<file path="config.mk">
export PLATFORM = sky130hd
export DESIGN_NAME = outport_uart_tx
export DESIGN_NICKNAME = d
export VERILOG_FILES = /design/src/rtl/outport_uart_tx_pkg.sv /design/src/rtl/outport_uart_tx_word_fifo.sv /design/src/rtl/outport_uart_tx.sv
export SDC_FILE = /design/constraint.sdc
export NUM_CORES = 1
export LEC_CHECK = 0
export ABC_AREA = 1
export BUFFER_PORTS_ARGS = -buffer_cell sky130_fd_sc_hd__buf_2
export CORE_ASPECT_RATIO = 0.7
export CORE_UTILIZATION = 25
export DETAILED_ROUTE_END_ITERATION = 6
export PLACE_DENSITY = 0.44
export SYNTH_ARGS = -nofsm -noshare
export SYNTH_HDL_FRONTEND = slang
export SYNTH_HIERARCHICAL = 1
export SYNTH_SLANG_ARGS = --single-unit
</file>
<file path="constraint.sdc">
create_clock -name clk -period 3.46 [get_ports clk]
set_input_delay 0 -clock clk [delete_from_list [all_inputs] [get_ports clk]]
set_output_delay 0 -clock clk [all_outputs]
set_load 0.01 [all_outputs]
</file>
<file path="src/rtl/outport_uart_tx_pkg.sv">
// ============================================================================
// Module      : outport_uart_tx_pkg
// Description : Shared encodings and sizes for the OUTPORT serial transmitter.
// Revision    : 1.0 - initial release
// ============================================================================
`default_nettype none

package outport_uart_tx_pkg;

    // Transmit FSM state encoding
    localparam logic [1:0] IDLE  = 2'd0;
    localparam logic [1:0] START = 2'd1;
    localparam logic [1:0] DATA  = 2'd2;
    localparam logic [1:0] STOP  = 2'd3;

    localparam int BITS_PER_BYTE  = 8;
    localparam int BYTES_PER_WORD = 4;
    localparam int WORD_WIDTH     = BITS_PER_BYTE * BYTES_PER_WORD;

endpackage

`default_nettype wire

</file>
<file path="src/rtl/outport_uart_tx_word_fifo.sv">
// ============================================================================
// Module      : word_fifo
// Description : Synchronous first-word-fall-through FIFO with registered flags.
// Revision    : 1.0 - initial release
// ============================================================================
`default_nettype none

module word_fifo #(
    parameter int DEPTH = 4,
    parameter int WIDTH = 32
) (
    input  logic             clk,
    input  logic             clr,
    input  logic             push,
    input  logic [WIDTH-1:0] push_data,
    input  logic             pop,
    output logic [WIDTH-1:0] pop_data,
    output logic             full,
    output logic             empty
);

    localparam int               c_PTR_W     = $clog2(DEPTH);
    localparam logic [c_PTR_W-1:0] c_PTR_ONE = {{(c_PTR_W-1){1'b0}}, 1'b1};
    localparam logic [c_PTR_W:0] c_CNT_ONE   = {{c_PTR_W{1'b0}}, 1'b1};
    localparam logic [c_PTR_W:0] c_CNT_FULL  = (c_PTR_W+1)'(DEPTH);

    logic [WIDTH-1:0]   r_mem [DEPTH];
    logic [c_PTR_W-1:0] r_wr_ptr;
    logic [c_PTR_W-1:0] r_rd_ptr;
    logic [c_PTR_W:0]   r_count;
    logic               r_full;
    logic               r_empty;

    logic               w_do_push;
    logic               w_do_pop;
    logic [c_PTR_W:0]   w_count_next;

    // Flags come from registers, so a same-cycle pop never rescues a push into a full FIFO
    assign w_do_push = push & ~r_full;
    assign w_do_pop  = pop  & ~r_empty;

    always_comb begin
        w_count_next = r_count;
        if (w_do_push && !w_do_pop) begin
            w_count_next = r_count + c_CNT_ONE;
        end else if (!w_do_push && w_do_pop) begin
            w_count_next = r_count - c_CNT_ONE;
        end
    end

    always_ff @(posedge clk) begin
        if (clr) begin
            r_wr_ptr <= '0;
            r_rd_ptr <= '0;
            r_count  <= '0;
            r_full   <= 1'b0;
            r_empty  <= 1'b1;
        end else begin
            if (w_do_push) begin
                r_wr_ptr <= r_wr_ptr + c_PTR_ONE;
            end
            if (w_do_pop) begin
                r_rd_ptr <= r_rd_ptr + c_PTR_ONE;
            end
            r_count <= w_count_next;
            r_full  <= (w_count_next == c_CNT_FULL);
            r_empty <= (w_count_next == '0);
        end
    end

    always_ff @(posedge clk) begin
        if (w_do_push) begin
            r_mem[r_wr_ptr] <= push_data;
        end
    end

    assign pop_data = r_mem[r_rd_ptr];
    assign full     = r_full;
    assign empty    = r_empty;

endmodule

`default_nettype wire

</file>
<file path="src/rtl/outport_uart_tx.sv">
// ============================================================================
// Module      : outport_uart_tx
// Description : Buffers OUTPORT words and sends each as four 8N1 frames, LSB byte first.
// Revision    : 1.0 - initial release
// ============================================================================
`default_nettype none

module outport_uart_tx
    import outport_uart_tx_pkg::*;
#(
    parameter int CLKS_PER_BIT = 16,
    parameter int FIFO_DEPTH   = 4
) (
    input  logic        clk,
    input  logic        clr,
    input  logic        wr_en,
    input  logic [31:0] wr_data,
    output logic        tx,
    output logic        busy,
    output logic        full,
    output logic        empty,
    output logic        overflow
);

    localparam logic [15:0] c_BAUD_LAST = 16'(CLKS_PER_BIT - 1);
    localparam logic [2:0]  c_LAST_BIT  = 3'(BITS_PER_BYTE - 1);
    localparam logic [1:0]  c_LAST_BYTE = 2'(BYTES_PER_WORD - 1);

    logic [1:0]            r_state;
    logic [15:0]           r_baud_cnt;
    logic [2:0]            r_bit_idx;
    logic [1:0]            r_byte_idx;
    logic [WORD_WIDTH-1:0] r_shift_word;
    logic                  r_tx;
    logic                  r_overflow;

    logic                  w_full;
    logic                  w_empty;
    logic                  w_pop;
    logic                  w_baud_done;
    logic [2:0]            w_next_bit;
    logic [WORD_WIDTH-1:0] w_head_word;

    word_fifo #(
        .DEPTH (FIFO_DEPTH),
        .WIDTH (WORD_WIDTH)
    ) u_fifo (
        .clk       (clk),
        .clr       (clr),
        .push      (wr_en),
        .push_data (wr_data),
        .pop       (w_pop),
        .pop_data  (w_head_word),
        .full      (w_full),
        .empty     (w_empty)
    );

    assign w_baud_done = (r_baud_cnt == c_BAUD_LAST);
    assign w_next_bit  = r_bit_idx + 3'd1;

    // Pop from IDLE, or at the end of a word's last stop bit so queued words run seamlessly
    assign w_pop = ~w_empty & ((r_state == IDLE) |
                   ((r_state == STOP) & w_baud_done & (r_byte_idx == c_LAST_BYTE)));

    always_ff @(posedge clk) begin
        if (clr) begin
            r_state      <= IDLE;
            r_baud_cnt   <= '0;
            r_bit_idx    <= '0;
            r_byte_idx   <= '0;
            r_shift_word <= '0;
            r_tx         <= 1'b1;
            r_overflow   <= 1'b0;
        end else begin
            if (wr_en && w_full) begin
                r_overflow <= 1'b1;
            end

            case (r_state)
                IDLE: begin
                    r_tx       <= 1'b1;
                    r_baud_cnt <= '0;
                    if (w_pop) begin
                        r_shift_word <= w_head_word;
                        r_byte_idx   <= '0;
                        r_tx         <= 1'b0;
                        r_state      <= START;
                    end
                end

                START: begin
                    if (w_baud_done) begin
                        r_baud_cnt <= '0;
                        r_bit_idx  <= '0;
                        r_tx       <= r_shift_word[{r_byte_idx, 3'd0}];
                        r_state    <= DATA;
                    end else begin
                        r_baud_cnt <= r_baud_cnt + 16'd1;
                    end
                end

                DATA: begin
                    if (w_baud_done) begin
                        r_baud_cnt <= '0;
                        if (r_bit_idx == c_LAST_BIT) begin
                            r_tx    <= 1'b1;
                            r_state <= STOP;
                        end else begin
                            r_bit_idx <= w_next_bit;
                            r_tx      <= r_shift_word[{r_byte_idx, w_next_bit}];
                        end
                    end else begin
                        r_baud_cnt <= r_baud_cnt + 16'd1;
                    end
                end

                STOP: begin
                    if (w_baud_done) begin
                        r_baud_cnt <= '0;
                        if (r_byte_idx != c_LAST_BYTE) begin
                            r_byte_idx <= r_byte_idx + 2'd1;
                            r_tx       <= 1'b0;
                            r_state    <= START;
                        end else if (w_pop) begin
                            r_shift_word <= w_head_word;
                            r_byte_idx   <= '0;
                            r_tx         <= 1'b0;
                            r_state      <= START;
                        end else begin
                            r_tx    <= 1'b1;
                            r_state <= IDLE;
                        end
                    end else begin
                        r_baud_cnt <= r_baud_cnt + 16'd1;
                    end
                end

                default: begin
                    r_tx    <= 1'b1;
                    r_state <= IDLE;
                end
            endcase
        end
    end

    assign tx       = r_tx;
    assign busy     = (r_state != IDLE) | ~w_empty;
    assign full     = w_full;
    assign empty    = w_empty;
    assign overflow = r_overflow;

endmodule

`default_nettype wire
</file>
======== Word-level counts from Yosys, hierarchy flattened ========
Memories as Yosys holds them, arrays and structs flattened. A register that Yosys moved wholly into a read port is not among the register bits.
Cells that the tools add are included.
W data, S select, Z words.
operators by class
  reductions and logical operators ........ 16
  add/sub/neg operators ................... 7
  eq/ne operators ......................... 15
  bitwise operators ....................... 9
  mux-type cells .......................... 39
  order comparisons ....................... 2
operators with widths
  operator                 number
  $mux W32                 3
  $pmux W32 S2             1
  $pmux W16 S2             1
  $mux W2                  10
  $add A16 B1 Y16 const B  1
  $eq A16 B4 Y1 const B    1
  $mux W16                 1
  $mux W3                  5
  $ne A2 B2 Y1 const B     7
  $lt A5 B6 Y1 const B     2
  $mux W1                  12
  $pmux W2 S4              1
  $add A2 B1 Y2 const B    3
  $add A3 B1 Y3 const B    2
  $eq A2 B2 Y1 const B     3
  $eq A3 B3 Y1 const B     2
  $pmux W3 S2              1
  $reduce_and A3 Y1        2
  $reduce_bool A2 Y1       3
  $and A1 B1 Y1            5
  $bmux W1 S5              1
  $reduce_and A5 Y1        1
  $pmux W1 S4              1
  $pmux W2 S2              1
  other kinds (13)         18
storage, ports and cells
  register bits ........................... 66
  memories ................................ 1
  memory bits (writable) .................. 128
  word-level logic and storage cells ...... 101
  input bits .............................. 35
memories
  name          words  width  read ports  clocked after memory_dff  wr ports  RTL line                         text
  u_fifo.r_mem  4      32     1           1                         1         outport_uart_tx_word_fifo.sv:27  logic [WIDTH-1:0] r_mem [DEPTH];

======== Longest topological paths before layout ========
  depth in word-level cells ............... 10
  gate-level depth with buffers ........... 16
  depth with buffers taken out ............ 16

======== By module ========
Netlist, hierarchy kept.
by module, submodules not included
  module           area an instance (µm²)  instances  cells an instance
  word_fifo        5301.3                  1          387
  outport_uart_tx  2856.5                  1          396

======== Worst setup path before layout ========
Ideal clock, no wire load.
  kind .................................... register to register
  from .................................... register u_fifo.r_wr_ptr[0]
  to ...................................... memory u_fifo.r_mem[2][0] (enable)
  cell stages (with the launch flop) ...... 5
  arrival ................................. 1.940 ns
  path slack .............................. 1.099 ns
  library setup time ...................... 0.421 ns
  buffers on the path ..................... 0
  path through ............................ dfxtp_1 -> inv_1 -> ha_1 -> inv_1 -> nor2_1
RTL lines
  element                 RTL line                         text
  start, declared         outport_uart_tx_word_fifo.sv:28  logic [c_PTR_W-1:0] r_wr_ptr;
  start signal, assigned  outport_uart_tx_word_fifo.sv:60  r_wr_ptr <= r_wr_ptr + c_PTR_ONE;
  end, declared           outport_uart_tx_word_fifo.sv:27
No word-level cell before the write port.

======== Worst setup path in the final report ========
  from .................................... register r_baud_cnt[0]
  to ...................................... register r_shift_word[26]
between the ends
  word-level cells in the longest chain between the ends .. 9
  elaborated cells on any way between the ends .. 11
ends and longest elaborated chain
  element                      RTL line                text
  start, declared              outport_uart_tx.sv:30   logic [15:0] r_baud_cnt;
  start signal, assigned       outport_uart_tx.sv:98   r_baud_cnt <= r_baud_cnt + 16'd1;
  start signal, assigned       outport_uart_tx.sv:113  r_baud_cnt <= r_baud_cnt + 16'd1;
  start signal, assigned       outport_uart_tx.sv:134  r_baud_cnt <= r_baud_cnt + 16'd1;
  $eq A16 B4 Y1 *              outport_uart_tx.sv:58   assign w_baud_done = (r_baud_cnt == c_BAUD_LAST);
  $and A1 B1 Y1 (2 in series)  outport_uart_tx.sv:63   ((r_state == STOP) & w_baud_done & (r_byte_idx == c_LAST_BYTE)));
  $or A1 B1 Y1                 outport_uart_tx.sv:62   assign w_pop = ~w_empty & ((r_state == IDLE) |
  $and A1 B1 Y1                outport_uart_tx.sv:62
  $mux W32 (3 in series)       -
  $pmux W32 S2                 -
  end signal, assigned         outport_uart_tx.sv:84   r_shift_word <= w_head_word;
  end signal, assigned         outport_uart_tx.sv:125  r_shift_word <= w_head_word;
  end, declared                outport_uart_tx.sv:33   logic [WORD_WIDTH-1:0] r_shift_word;
Every way passes the cells marked *; elsewhere a longest branch is shown, timed or not. The select of a mux whose other input is x is not followed.
A chain may end at the register's enable or synchronous reset.

==> metrics.md <==
| Metric | Value |
|---|---|
| DRT iter0 DRCs | `roughly 460` |
| CTS Sinks | `about 200` |
| FF+latch count, synth | `roughly 200` |
| Final antenna-violating net count | `0` |
| H-tree depth | `4` |
| RSZ-0062 raised after global routing | `false` |
| Die Area | `0.03337 mm²` |
| Die W | `approximately 220 µm` |
| Drc violations | `0` |
| Starting Density | `0.2580` |
| Slew Limit Headroom | `0.2787` |
| Syn Area/Cell | `between 10 and 15 µm²` |
| Total negative slack | `0 ns` |
| Vias | `5521` |
| Number of global-route vias before repair | `about 5.1k` |
| HP Class | `in2reg` |
| CP max FO | `64` |
| Cell Pwr Density | `643.9 mW/mm²` |
| Library cells used by synthesis | `between 40 and 50` |
| Critical path cell sequence | `ha_1 > nand3_1 > nor2_2 > nand3_2 > o21ai_4 > nand3_4 > o21ai_1 > a21oi_1` |
| Register area share after synthesis | `0.6380` |
| Fin nets | `approximately 900` |
| Critical path's top delay family | `simple AND/OR/NAND/NOR gates` |
| Input/output buffers | `39` |
| Slowest cell on crit path | `nand3_4` |
| Synth warnings | `6` |
| Die Ht | `153.1 µm` |
| Required @ worst endpoint | `about 3.8 ns` |
| Critical path class | `reg2reg` |
| N_diodes | `0` |
| Worst hold stages | `2` |
| Crit. End Element | `register` |
| Num rows | `54` |
| Core area | `between 0.03 and 0.04 mm²` |
| Drt via density | `about 4.3` |
| Wire per inst | `14.00 µm` |
| WP buf/inv | `0` |
| Layout cells sized above 1 | `0.1275` |
| Setup Viol. Count Final | `0` |
| Status | `finished, final reports clean` |
| Maximum clock insertion buffer count | `2` |
| Grt total ovfl | `0` |
| Arrival @ worst endpoint | `2.67 ns` |
| Final Slew Violations | `0` |
| Worst R2R Path Depth | `8` |
| Setup Buffers After CTS | `0` |
| Synth Cell Area | `between 0.008 and 0.009 mm²` |
| CP Launch Type | `register` |
| Drt first pass iters | `5` |
| Tcrit/Tclk final | `0.6838` |
| Max Cap Violations | `0` |
| Final Total Pwr | `0.006235 W` |
| TritonCTS clock tree | `built` |
| Clock Skews | `0.005703 ns` |
| Num ports | `40` |
| DRT Wirelength | `approximately 18000 µm` |
| Worst VDD drop | `between 0.0002 and 0.0003 V` |
| First-pass GRT wire length | `between 20000 and 30000 µm` |
| Layout area overhead | `18.70%` |
| Post-synthesis instance total | `about 780` |
| Tmin final | `2.366 ns` |
| Worst skew pair latency | `about 0.44 ns` |
| Total Routing Usage GR | `0.1124` |
| Worst-margin pin slew | `1.079 ns` |
| Pin count of the biggest net entering global routing | `between 60 and 70` |
| Achievable Freq | `between 400 and 500 MHz` |
| Post-Syn Nets | `~830` |
| Final hold viol count | `0` |
| GP Congestion | `between 0.7 and 0.8` |
| Cts bufs inserted | `17` |
| Clock transition at the registers of the reported paths | `0.07 ns` |
| LEAKAGE | `approximately 3.5 nW` |
| Crit-path max cell delay | `approximately 0.51 ns` |
| CTS root buf | `clkbuf_16` |
| HPWL after DPL | `about 12000 µm` |
| CP Depth | `8` |
| Antenna violations before repair | `0` |
layer usage:
metal,global-route usage,up-vias,routed length (µm)
met4,0.03630,0,197
met2,0.1531,83,7226
met3,0.03085,15,635
met1,0.1687,2570,9902
li1,-,2853,-
met5,0,-,0
worst paths after layout:
path / from / endpoint / slack, ns
hold / removal: wr_data[28] / u_fifo/r_mem[0][28] / 0.30
setup / recovery: r_baud_cnt[0] / r_shift_word[26] / 1.09
setup reg to reg: r_baud_cnt[0] / r_shift_word[26] / 1.09
hold reg to reg: r_shift_word[27] / r_shift_word[27] / 0.46
cells in the mapped netlist, drive strengths merged:
cell	number	share of area
nand3b	2	0.0018
or2	1	0.00077
dfxtp	68	0.17
ha	14	0.021
clkbuf	12	0.0057
nor3	4	0.0037
nand4	6	0.0046
a2111oi	1	0.0011
o31ai	1	0.00092
o21ai	108	0.069
buf	22	0.019
a211oi	4	0.0037
nand2	84	0.041
o211ai	1	0.00092
o21a	1	0.00092
nand3	47	0.032
edfxtp	128	0.47
xor2	3	0.0032
a31oi	1	0.00077
a21oi	53	0.033
o22ai	32	0.025
and3	1	0.00077
nor3b	4	0.0037
inv	84	0.039
nor2	100	0.049
nor4	1	0.0015
logic make-up after synthesis:
logic type | after synthesis | synth area share
buffers and inverters | 118 | 0.06334
adders and majority gates | 14 | 0.02147
AOI/OAI and AO/OA | 202 | 0.1344
DFF | 196 | 0.6380
and+or+nand+nor | 250 | 0.1396
xor gates and xnor gates | 3 | 0.003221
repair_timing:
action | in CTS | in global routing
hold buffers | 35 | 0
resized for setup | 0 | 0
hold endpoints to repair | 139 | 0
state kept, by name, summed over array words and instances, names as in the netlist, named ones only:
| name | count |
|---|---|
| overflow | 1 |
| r_baud_cnt | 16 |
| r_bit_idx | 3 |
| r_byte_idx | 2 |
| r_shift_word | 32 |
| r_state | 2 |
| tx | 1 |
| u_fifo/empty | 1 |
| u_fifo/full | 1 |
| u_fifo/r_count | 3 |
| u_fifo/r_mem | 128 |
| u_fifo/r_rd_ptr | 2 |
| u_fifo/r_wr_ptr | 2 |
report_power, final:
part / switching (W) / internal [W] / leakage (nW)
Sequential: 0.000121 / 0.00280 / 1.73
Clock: 0.000880 / 0.00103 / 0.256
Combinational: 0.000972 / 0.000436 / 1.48
placed cells by master, fill, tap and decap left out, types with 14 or more instances in the layout:
cell             n
o22ai_1         32
ha_1            14
nand2_1         80
clkbuf_16       17
nand3_1         43
nor2_1          89
a21oi_1         53
o21ai_1         31
edfxtp_1       128
o21ai_0         73
dfxtp_1         67
buf_2           39
dlygate4sd3_1   35
inv_1           78
metrics by stage:
| step | cells | cell area [µm²] | hold slack, ns | setup WS, ns | util |
|---|---|---|---|---|---|
| 3_5_place_dp | 1216 | 8771 | 0.2174 | 1.087 | 0.2774 |
| 2_1_floorplan | 783 | 8158 | 0.07118 | 1.099 | - |
| 6_report | 1283 | 9683 | 0.2996 | 1.094 | 0.3062 |
| 4_1_cts | 1283 | 9683 | 0.2779 | 1.045 | 0.3062 |
| 3_3_place_gp | 1216 | 8771 | 0.2215 | 1.175 | 0.2774 |
| 5_1_grt | 1283 | 9683 | 0.3033 | 0.8044 | 0.3062 |
final cells by class:
type / instances / area, µm²
repair buffers: 82 / 605.6
fillers: 3314 / 21940
multi-input cells: 469 / 2466
flip-flops and latches: 196 / 5206
well taps: 420 / 525.5
inverters: 84 / 317.8
clock inverters: 12 / 105.1
clock buffers: 20 / 456.7
Note: power is estimated with default switching activity, not from simulation.
